===== src/rtl/fetch_pkg.sv =====
// Shared types and constants for the instruction fetch stage.
package fetch_pkg;

  typedef enum logic [2:0] {
    IDLE  = 3'd0,
    REQ   = 3'd1,
    WAIT  = 3'd2,
    VALID = 3'd3,
    DROP  = 3'd4
  } fetch_state_t;

  localparam logic [31:0] NOP_INSTR = 32'h0000_0000;

  function automatic logic [31:0] word_align(input logic [31:0] addr);
    return {addr[31:2], 2'b00};
  endfunction

endpackage


===== src/rtl/fetch_stage_sva.sv =====
// Protocol checker for fetch_stage: read data may only arrive while a request is outstanding.
module fetch_stage_sva
  import fetch_pkg::*;
(
  input logic         clk,
  input logic         rst_n,
  input fetch_state_t state_i,
  input logic         imem_rvalid_i
);

  // A response is legal only in WAIT or DROP.
  a_rvalid_expected : assert property (@(posedge clk) disable iff (!rst_n)
    imem_rvalid_i |-> (state_i == WAIT || state_i == DROP))
    else $error("fetch_stage: imem_rvalid outside WAIT/DROP");

endmodule


===== src/rtl/fetch_stage.sv =====
// Instruction fetch stage: owns the PC, keeps one imem read in flight, hands words to decode.
module fetch_stage
  import fetch_pkg::*;
#(
  parameter logic [31:0] RESET_PC = 32'h0000_0000
) (
  input  logic        clk,
  input  logic        rst_n,
  input  logic [31:0] next_pc,
  input  logic        flush,
  input  logic [31:0] flush_pc,
  output logic        imem_req,
  output logic [31:0] imem_addr,
  input  logic        imem_gnt,
  input  logic        imem_rvalid,
  input  logic [31:0] imem_rdata,
  output logic        id_valid,
  input  logic        id_ready,
  output logic [31:0] pc_o,
  output logic [31:0] instr_o
);

  fetch_state_t state_q, state_d;
  logic [31:0]  pc_q, pc_d;
  logic [31:0]  instr_q, instr_d;

  // Next-state logic; flush overrides every other event and may leave one response to drop.
  always_comb begin
    state_d = state_q;
    pc_d    = pc_q;
    instr_d = instr_q;
    if (flush) begin
      pc_d = word_align(flush_pc);
      case (state_q)
        IDLE:    state_d = REQ;
        REQ:     state_d = imem_gnt    ? DROP : REQ;
        WAIT:    state_d = imem_rvalid ? REQ  : DROP;
        VALID:   state_d = REQ;
        DROP:    state_d = imem_rvalid ? REQ  : DROP;
        default: state_d = IDLE;
      endcase
    end else begin
      case (state_q)
        IDLE: state_d = REQ;
        REQ: begin
          if (imem_gnt) state_d = WAIT;
          else          state_d = REQ;
        end
        WAIT: begin
          if (imem_rvalid) begin
            instr_d = imem_rdata;
            state_d = VALID;
          end else begin
            state_d = WAIT;
          end
        end
        VALID: begin
          if (id_ready) begin
            pc_d    = word_align(next_pc);
            state_d = REQ;
          end else begin
            state_d = VALID;
          end
        end
        DROP: begin
          if (imem_rvalid) state_d = REQ;
          else             state_d = DROP;
        end
        default: state_d = IDLE;
      endcase
    end
  end

  // State, PC and instruction registers.
  always_ff @(posedge clk or negedge rst_n) begin
    if (!rst_n) begin
      state_q <= IDLE;
      pc_q    <= word_align(RESET_PC);
      instr_q <= NOP_INSTR;
    end else begin
      state_q <= state_d;
      pc_q    <= pc_d;
      instr_q <= instr_d;
    end
  end

  assign imem_req  = (state_q == REQ);
  assign imem_addr = pc_q;
  assign id_valid  = (state_q == VALID);
  assign pc_o      = pc_q;
  assign instr_o   = instr_q;

  fetch_stage_sva u_sva (
    .clk           (clk),
    .rst_n         (rst_n),
    .state_i       (state_q),
    .imem_rvalid_i (imem_rvalid)
  );

endmodule


===== config.mk =====
export PLATFORM = sky130hd
export DESIGN_NAME = fetch_stage
export DESIGN_NICKNAME = d
export VERILOG_FILES = /design/src/rtl/fetch_pkg.sv /design/src/rtl/fetch_stage_sva.sv /design/src/rtl/fetch_stage.sv
export SDC_FILE = /design/constraint.sdc
export NUM_CORES = 1
export LEC_CHECK = 0
export BUFFER_PORTS_ARGS = -buffer_cell sky130_fd_sc_hd__buf_2
export CORE_MARGIN = 4
export CORE_UTILIZATION = 43
export DETAILED_ROUTE_END_ITERATION = 16
export MAX_ROUTING_LAYER = met4
export PLACE_DENSITY = 0.92
export SLEW_MARGIN = 30
export SYNTH_ARGS = -nofsm -noshare
export SYNTH_HDL_FRONTEND = slang
export SYNTH_SLANG_ARGS = --single-unit

===== constraint.sdc =====
create_clock -name clk -period 2.1 [get_ports clk]
set_clock_uncertainty 0.1 [all_clocks]
set_input_delay 0.315 -clock clk [delete_from_list [all_inputs] [get_ports clk]]
set_output_delay 0.315 -clock clk [all_outputs]
set_load 0.005 [all_outputs]

==> results of run 1 <==
==> layout by cell type, fill, tap and decap left out <==
master,n
o21ai_0,1
conb_1,4
and3_1,1
a41oi_4,1
buf_4,6
dfrtp_1,65
dlygate4sd3_1,1
bufinv_16,2
nand2_1,1
clkbuf_1,1
clkbuf_8,12
buf_12,1
buf_2,191
inv_1,1
a221oi_1,1
nor3b_1,2
nor4b_4,1
nor3_1,1
nand2b_4,1
a21oi_1,1
mux2_2,90
o211ai_1,1
mux2_1,2
o41ai_1,1
and3b_1,1
==> flip-flops by register name, indices dropped and copies added (netlist names) <==
signal,count
instr_o,32
imem_addr,30
state_q,3
==> through the flow <==
step	instances	worst slack (ps)	hold slack, ps	cell area, um^2
floorplan	222	385	-80.6	3140
global placement	470	308	248	3960
detailed placement	470	259	261	3960
CTS	486	236	91.2	4200
global route	486	180	92.7	4200
finish	486	282	107	4200
==> cell type report <==
| type | instances | area share, % |
|---|---|---|
| flip-flops and latches | 65 | 38.7 |
| multi-input cells | 110 | 28.3 |
| repair buffers | 199 | 24.5 |
| clock buffers | 13 | 4.02 |
| well taps | 96 | 2.86 |
| clock inverters | 2 | 1.43 |
| inverters | 1 | 0.0894 |
==> worst min path at each step <==
| stage | to | slack (ps) | cells after the start |
|---|---|---|---|
| floorplan | imem_addr[10] | -80 | 0 |
| global placement | instr_o[5] | 250 | 2 |
| finish | instr_o[22] | 110 | 2 |
| CTS | instr_o[18] | 90 | 2 |
| detailed placement | instr_o[11] | 260 | 2 |
| global route | instr_o[19] | 90 | 2 |
==> worst reg2reg max path: cells and delay by family, from the launching register on <==
family                 cells  cell delay, ps
buffers and inverters      1             290
multiplexers               1             370
AND/OR/NAND/NOR            2             460
flip-flops                 1             480
==> layer usage <==
layer	routed length (um)	up-vias	global-route usage [%]
li1	-	1064	-
met1	2660	1078	18.5
met2	3920	126	31.1
met3	617	16	4.18
met4	165	0	8.55
met5	0	-	-
==> cell usage after synthesis <==
master | instances | area [um^2]
clkbuf_1 | 3 | 11.3
conb_1 | 1 | 3.75
mux2_1 | 2 | 22.5
and3b_1 | 1 | 8.76
buf_4 | 34 | 255
nand2_1 | 1 | 3.75
buf_6 | 4 | 45.0
a221oi_1 | 1 | 8.76
buf_1 | 1 | 3.75
mux2_2 | 90 | 1010
o41ai_1 | 1 | 8.76
nor4b_4 | 1 | 23.8
nand2b_4 | 1 | 13.8
inv_1 | 1 | 3.75
and3_1 | 1 | 6.26
a21oi_1 | 1 | 5.00
o211ai_1 | 1 | 7.51
buf_2 | 4 | 20.0
nor3_1 | 1 | 5.00
dfrtp_1 | 65 | 1630
o21ai_0 | 1 | 5.00
a41oi_1 | 1 | 8.76
nor3b_1 | 2 | 15.0
==> repair_timing <==
item | in CTS | in global routing
hold endpoints to repair | 65 | 0
hold buffers | 1 | 0
gates resized for setup | 0 | 0
==> power by group through the flow <==
stage	registers [mW]	clock network [mW]	logic, mW
6_report	1.81	1.21	1.15
5_1_grt	1.86	1.31	1.28
4_1_cts	1.82	1.24	1.18
3_5_place_dp	1.84	0	1.18
3_3_place_gp	1.80	0	1.13
2_1_floorplan	1.82	0	0.669
==> kinds of logic (layout without fill, tap and decap cells) <==
family / Yosys count / count (layout) / share of synthesized area (%)
other cells: 1 / 4 / 0.120
simple gates: 8 / 8 / 2.44
compound gates: 6 / 6 / 1.40
mux: 92 / 92 / 33.1
flops: 65 / 65 / 52.0
buf+inv: 47 / 215 / 10.8
==> summary.md, run 1 <==
| Metric | Value |
|---|---|
| Run status | `finished clean` |
| CP delay by family, top | `flip-flops` |
| CP endpoint | `instr_o[26]` |
| Clk slew on worst S/H paths | `around 70 ps` |
| R2R setup slack | `approximately 280 ps` |
| RR Endpoint | `instr_o[26]` |
| Syn Area/Cell | `about 14 um^2` |
| Ant. Diodes | `0` |
| Gate power share | `27.6%` |
| Crit Path Max Fanout | `16` |
| Setup Total Neg Slack | `0 ps` |
| P_int | `3.05 mW` |
| Fin crit share | `slightly below 90%` |
| Largest stage delay, worst path | `approximately 480 ps` |
| Syn. warnings | `0` |
| Netlist cell types | `23` |
| RSZ-0062 raised after global routing | `no` |
| Worst R2R Path Depth | `4` |
| Power per standard cell area | `roughly 1000 nW/um^2` |
| Layout fillers | `574` |
| Drt first pass iters | `4` |
| Switch share | `27.1%` |
| Critical path launch point type | `flop` |
| Max-slew violation count | `0` |
| DIE WIDTH | `slightly above 90 um` |
| Hold path start | `imem_rdata[22]` |
| Area added between synthesis and finish | `34.4%` |
| Multi-input combinational cell area | `1190 um^2` |
| Number of vias per cell | `about 4.7` |
| Reg2reg start | `state_q[0]` |
| Total power draw | `between 4 and 5 mW` |
| Final hold viol count | `0` |
| Yosys reg bits | `between 60 and 70` |
| Buffers on Ports | `around 190` |
| Synth Instances | `roughly 220` |
| Detailed Route WL | `between 7000 and 8000 um` |
| Root buffer cell | `clkbuf_8` |
| DRC viols | `0` |
| Final core occ | `between 60 and 70%` |
| Clock latency on the worst-skew pair | `330 ps` |
| Die H | `between 90 and 100 um` |
| VDD IR-drop max | `between 0.0006 and 0.0007 V` |
| Initial antenna violation count | `0` |
| Sequential-to-total area share from yosys stat | `52.0%` |
| Hold WC Path Type | `in -> reg` |
| Critical path arrival | `between 1500 and 2000 ps` |
| Crit Path Class | `reg -> reg` |
| Netlist Area Pre-Place | `between 3000 and 4000 um^2` |
| First-pass GRT wire length | `11,600 um` |
| Sequential Power Share | `between 40% and 50%` |
| CTS tree | `done` |
| Share of cells above drive strength 1 | `approximately 78%` |
| # setup viols final | `0` |
| Hpwl dp | `~6000 um` |
| Bufs and invs on worst path | `1` |
| CP Capture Type | `flop` |
| Clock power frac | `29.0%` |
| H-tree Lvls | `3` |
| Max Cap Viol | `0` |
| DR WL/cell | `about 15 um` |
| Worst path depth | `4` |
| Total track usage | `about 18%` |
| Setup crit start | `state_q[0]` |
| CTS sink count | `65` |
| Register area | `between 1500 and 2000 um^2` |
| Fmax | `between 0.5 and 0.6 GHz` |
| Routability cong. | `0.744` |
| CTS buffer count | `9` |
| Total gr overflow | `0` |
| WP data required | `between 2000 and 2500 ps` |
| CP max stage cell | `dfrtp_1` |
| DRT iter0 DRCs | `31` |
| Leakage | `between 2 and 2.5 nW` |
| Clk buf depth | `2` |
| Antenna viol nets, final | `0` |
| Core ar. | `~7000 um^2` |
| Starting Density | `between 40% and 50%` |
| Ports | `200` |
| Final Critical Period | `approximately 1800 ps` |
| Nets | `a little under 500` |
| DR vias | `around 2,300` |
| Pin count of the biggest net entering global routing | `66` |
| Crit path cell chain | `nand2b_4, nor4b_4, buf_4, mux2_2` |
| Number of global-route vias before repair | `between 2,000 and 2,500` |
| Rows | `30` |
| Die area | `approximately 8700 um^2` |
| Switching power | `1.13 mW` |
| Setup bufs post-CTS | `0` |
Note: power is estimated with default switching activity, not from simulation.
==> run 2, diff against run 1 <==
--- a/config.mk
+++ b/config.mk
@@ -7,10 +7,11 @@
 export LEC_CHECK = 0
 export BUFFER_PORTS_ARGS = -buffer_cell sky130_fd_sc_hd__buf_2
 export CORE_MARGIN = 4
-export CORE_UTILIZATION = 43
+export CORE_UTILIZATION = 44
+export CTS_BUF_LIST = sky130_fd_sc_hd__clkbuf_4
 export DETAILED_ROUTE_END_ITERATION = 16
 export MAX_ROUTING_LAYER = met4
-export PLACE_DENSITY = 0.92
+export PLACE_DENSITY = 0.94
 export SLEW_MARGIN = 30
 export SYNTH_ARGS = -nofsm -noshare
 export SYNTH_HDL_FRONTEND = slang
==> summary.md, run 2 (synthesis results as in run 1) <==
| Metric | Value |
|---|---|
| Run status | `finished clean` |
| Crit Path Max Fanout | `5 (-11)` |
| Clk buf depth | `2 (unchanged)` |
| Crit path cell chain | `inv_1, and3_1, buf_2` |
| Sequential Power Share | `46.7% (+3.3 points)` |
| # setup viols final | `0 (unchanged)` |
| Bufs and invs on worst path | `2 (+1)` |
| Fin crit share | `84.3% (-2.2 points)` |
| Max reg flops | `32 (unchanged)` |
| Area added between synthesis and finish | `33.3%` |
| Commonest non-fill, non-tap cells in the layout | `buf_2 (191), mux2_2 (90), dfrtp_1 (65)` |
| Commonest non-fill, non-tap cell in the layout | `buf_2` |
| Share of cells above drive strength 1 | `77.8% (-0.40 points)` |
| Ant. Diodes | `0 (unchanged)` |
| CTS buffer count | `9 (unchanged)` |
| Clock latency on the worst-skew pair | `390 ps (+60 ps)` |
| Pin count of the biggest net entering global routing | `66 (unchanged)` |
| Critical path arrival | `1360 ps (-570 ps)` |
| Antenna viol nets, final | `0 (unchanged)` |
| Detailed Route WL | `7420 um (+0.72%)` |
| CP delay by family, top | `flip-flops` |
| Clk slew on worst S/H paths | `120 ps (+50 ps)` |
| Switching power | `1.14 mW (+0.40%)` |
| Number of global-route vias before repair | `2,504 (+2.4%)` |
| Rows | `30 (unchanged)` |
| Die H | `92.3 um (-1.0%)` |
| DRC viols | `0 (unchanged)` |
| Hpwl dp | `5800 um (-0.88%)` |
| Setup Total Neg Slack | `0 ps (unchanged)` |
| Final hold viol count | `0 (unchanged)` |
| Max Cap Viol | `0 (unchanged)` |
| Hold WC Path Type | `in -> reg` |
| Gate power share | `31.5% (+3.9 points)` |
| DR vias | `2,307 (+1.0%)` |
| Routability cong. | `0.691 (-7.0%)` |
| Largest stage delay, worst path | `470 ps (about the same)` |
| Fmax | `0.565 GHz (+2.7%)` |
| Max-slew violation count | `0 (unchanged)` |
| H-tree Lvls | `3 (unchanged)` |
| Final Critical Period | `1770 ps (-47.1 ps)` |
| Dpl cells | `468 (-0.43%)` |
| Buffers on Ports | `191 (unchanged)` |
| DR WL/cell | `15.2 um (+0.31%)` |
| Final cell count without fillers | `488 (+0.41%)` |
| Root buffer cell | `clkbuf_4` |
| VDD IR-drop max | `0.000519 V (-20%)` |
| Initial antenna violation count | `0 (unchanged)` |
| Core ar. | `6830 um^2 (-1.6%)` |
| First-pass GRT wire length | `12,000 um (+3.2%)` |
| Number of vias per cell | `4.73 (+0.59%)` |
| Power per standard cell area | `917 nW/um^2 (-7.9%)` |
| Crit Path Class | `reg -> out` |
| Leakage | `2.16 nW (-1.2%)` |
| CP max stage cell | `dfrtp_1` |
| CTS tree | `done` |
| Starting Density | `45.8% (+0.74 points)` |
| Drt first pass iters | `4 (unchanged)` |
| CTS sink count | `65 (unchanged)` |
| Nets | `489 (+0.20%)` |
| Clock power frac | `21.9% (-7.1 points)` |
| Die area | `8520 um^2 (-2.1%)` |
| Setup bufs post-CTS | `0 (unchanged)` |
| Total track usage | `18.2% (+0.56 points)` |
| Switch share | `29.8% (+2.7 points)` |
| Total gr overflow | `0 (unchanged)` |
| Critical path launch point type | `flop` |
| P_int | `2.68 mW (-12%)` |
| Ports | `200 (unchanged)` |
| DIE WIDTH | `92.3 um (-1.0%)` |
| CP Capture Type | `primary output` |
| DRT iter0 DRCs | `42 (+35%)` |
| WP data required | `1680 ps (-530 ps)` |
| RSZ-0062 raised after global routing | `no` |
## run 2: power groups by stage
stage               logic, mW  registers, mW  clock network [mW]
detailed placement       1.22           1.81                   0
CTS                      1.23           1.79               0.877
floorplan               0.669           1.82                   0
global placement         1.18           1.78                   0
finish                   1.20           1.78               0.835
global route             1.31           1.84               0.941
## run 2: worst reg2reg max path, stage by stage, from the launching register on
cell      delay [ps]
dfrtp_1          400
nand2b_4         160
nor4b_4          270
buf_12           240
mux2_2           370
## run 2: what timing repair did
item                                   CTS  global route
resized for setup                        0             0
hold buffers                             2             2
endpoints found under the hold margin   66             2
## run 2: layout make-up
cell class                 instances  area [um^2]
timing repair buffer             200         1080
multi-input combinational        110         1190
sequential                        65         1630
tap                               96          120
clock buffer                      10         75.1
inverter                           1         3.75
clock inverter                     6         68.8
fill                             574         2660
## run 2: final timing paths
path	from	end	slack [ps]	depth (start not counted)
setup reg to reg	state_q[0]	instr_o[0]	440	4
hold / removal	imem_rdata[10]	instr_o[10]	50	2
setup / recovery	state_q[2]	id_valid	330	3
max in group asynchronous	rst_n	instr_o[19]	1220	3
min in group asynchronous	rst_n	instr_o[11]	370	3
hold reg to reg	instr_o[15]	instr_o[15]	390	1
## run 2: metal layers
layer	vias to the layer above	global-route usage [%]	wire (um)
met5	-	-	0
met4	0	7.18	89
met3	10	4.76	610
met2	121	32.7	4000
met1	1103	19.1	2720
li1	1073	-	-
## run 2: per-stage QoR
stage                     power (mW)  hold WS, ps  area [um^2]  utilization (%)  setup WS (ps)
after floorplan                 2.49        -80.6         3140                -            385
after global placement          2.96          250         3980             58.3            376
after detailed placement        3.03          267         3980             58.3            365
after CTS                       3.89         8.25         4150             60.7            277
after global routing            4.10        0.980         4170             61.0            209
final                           3.82         47.6         4170             61.0            329
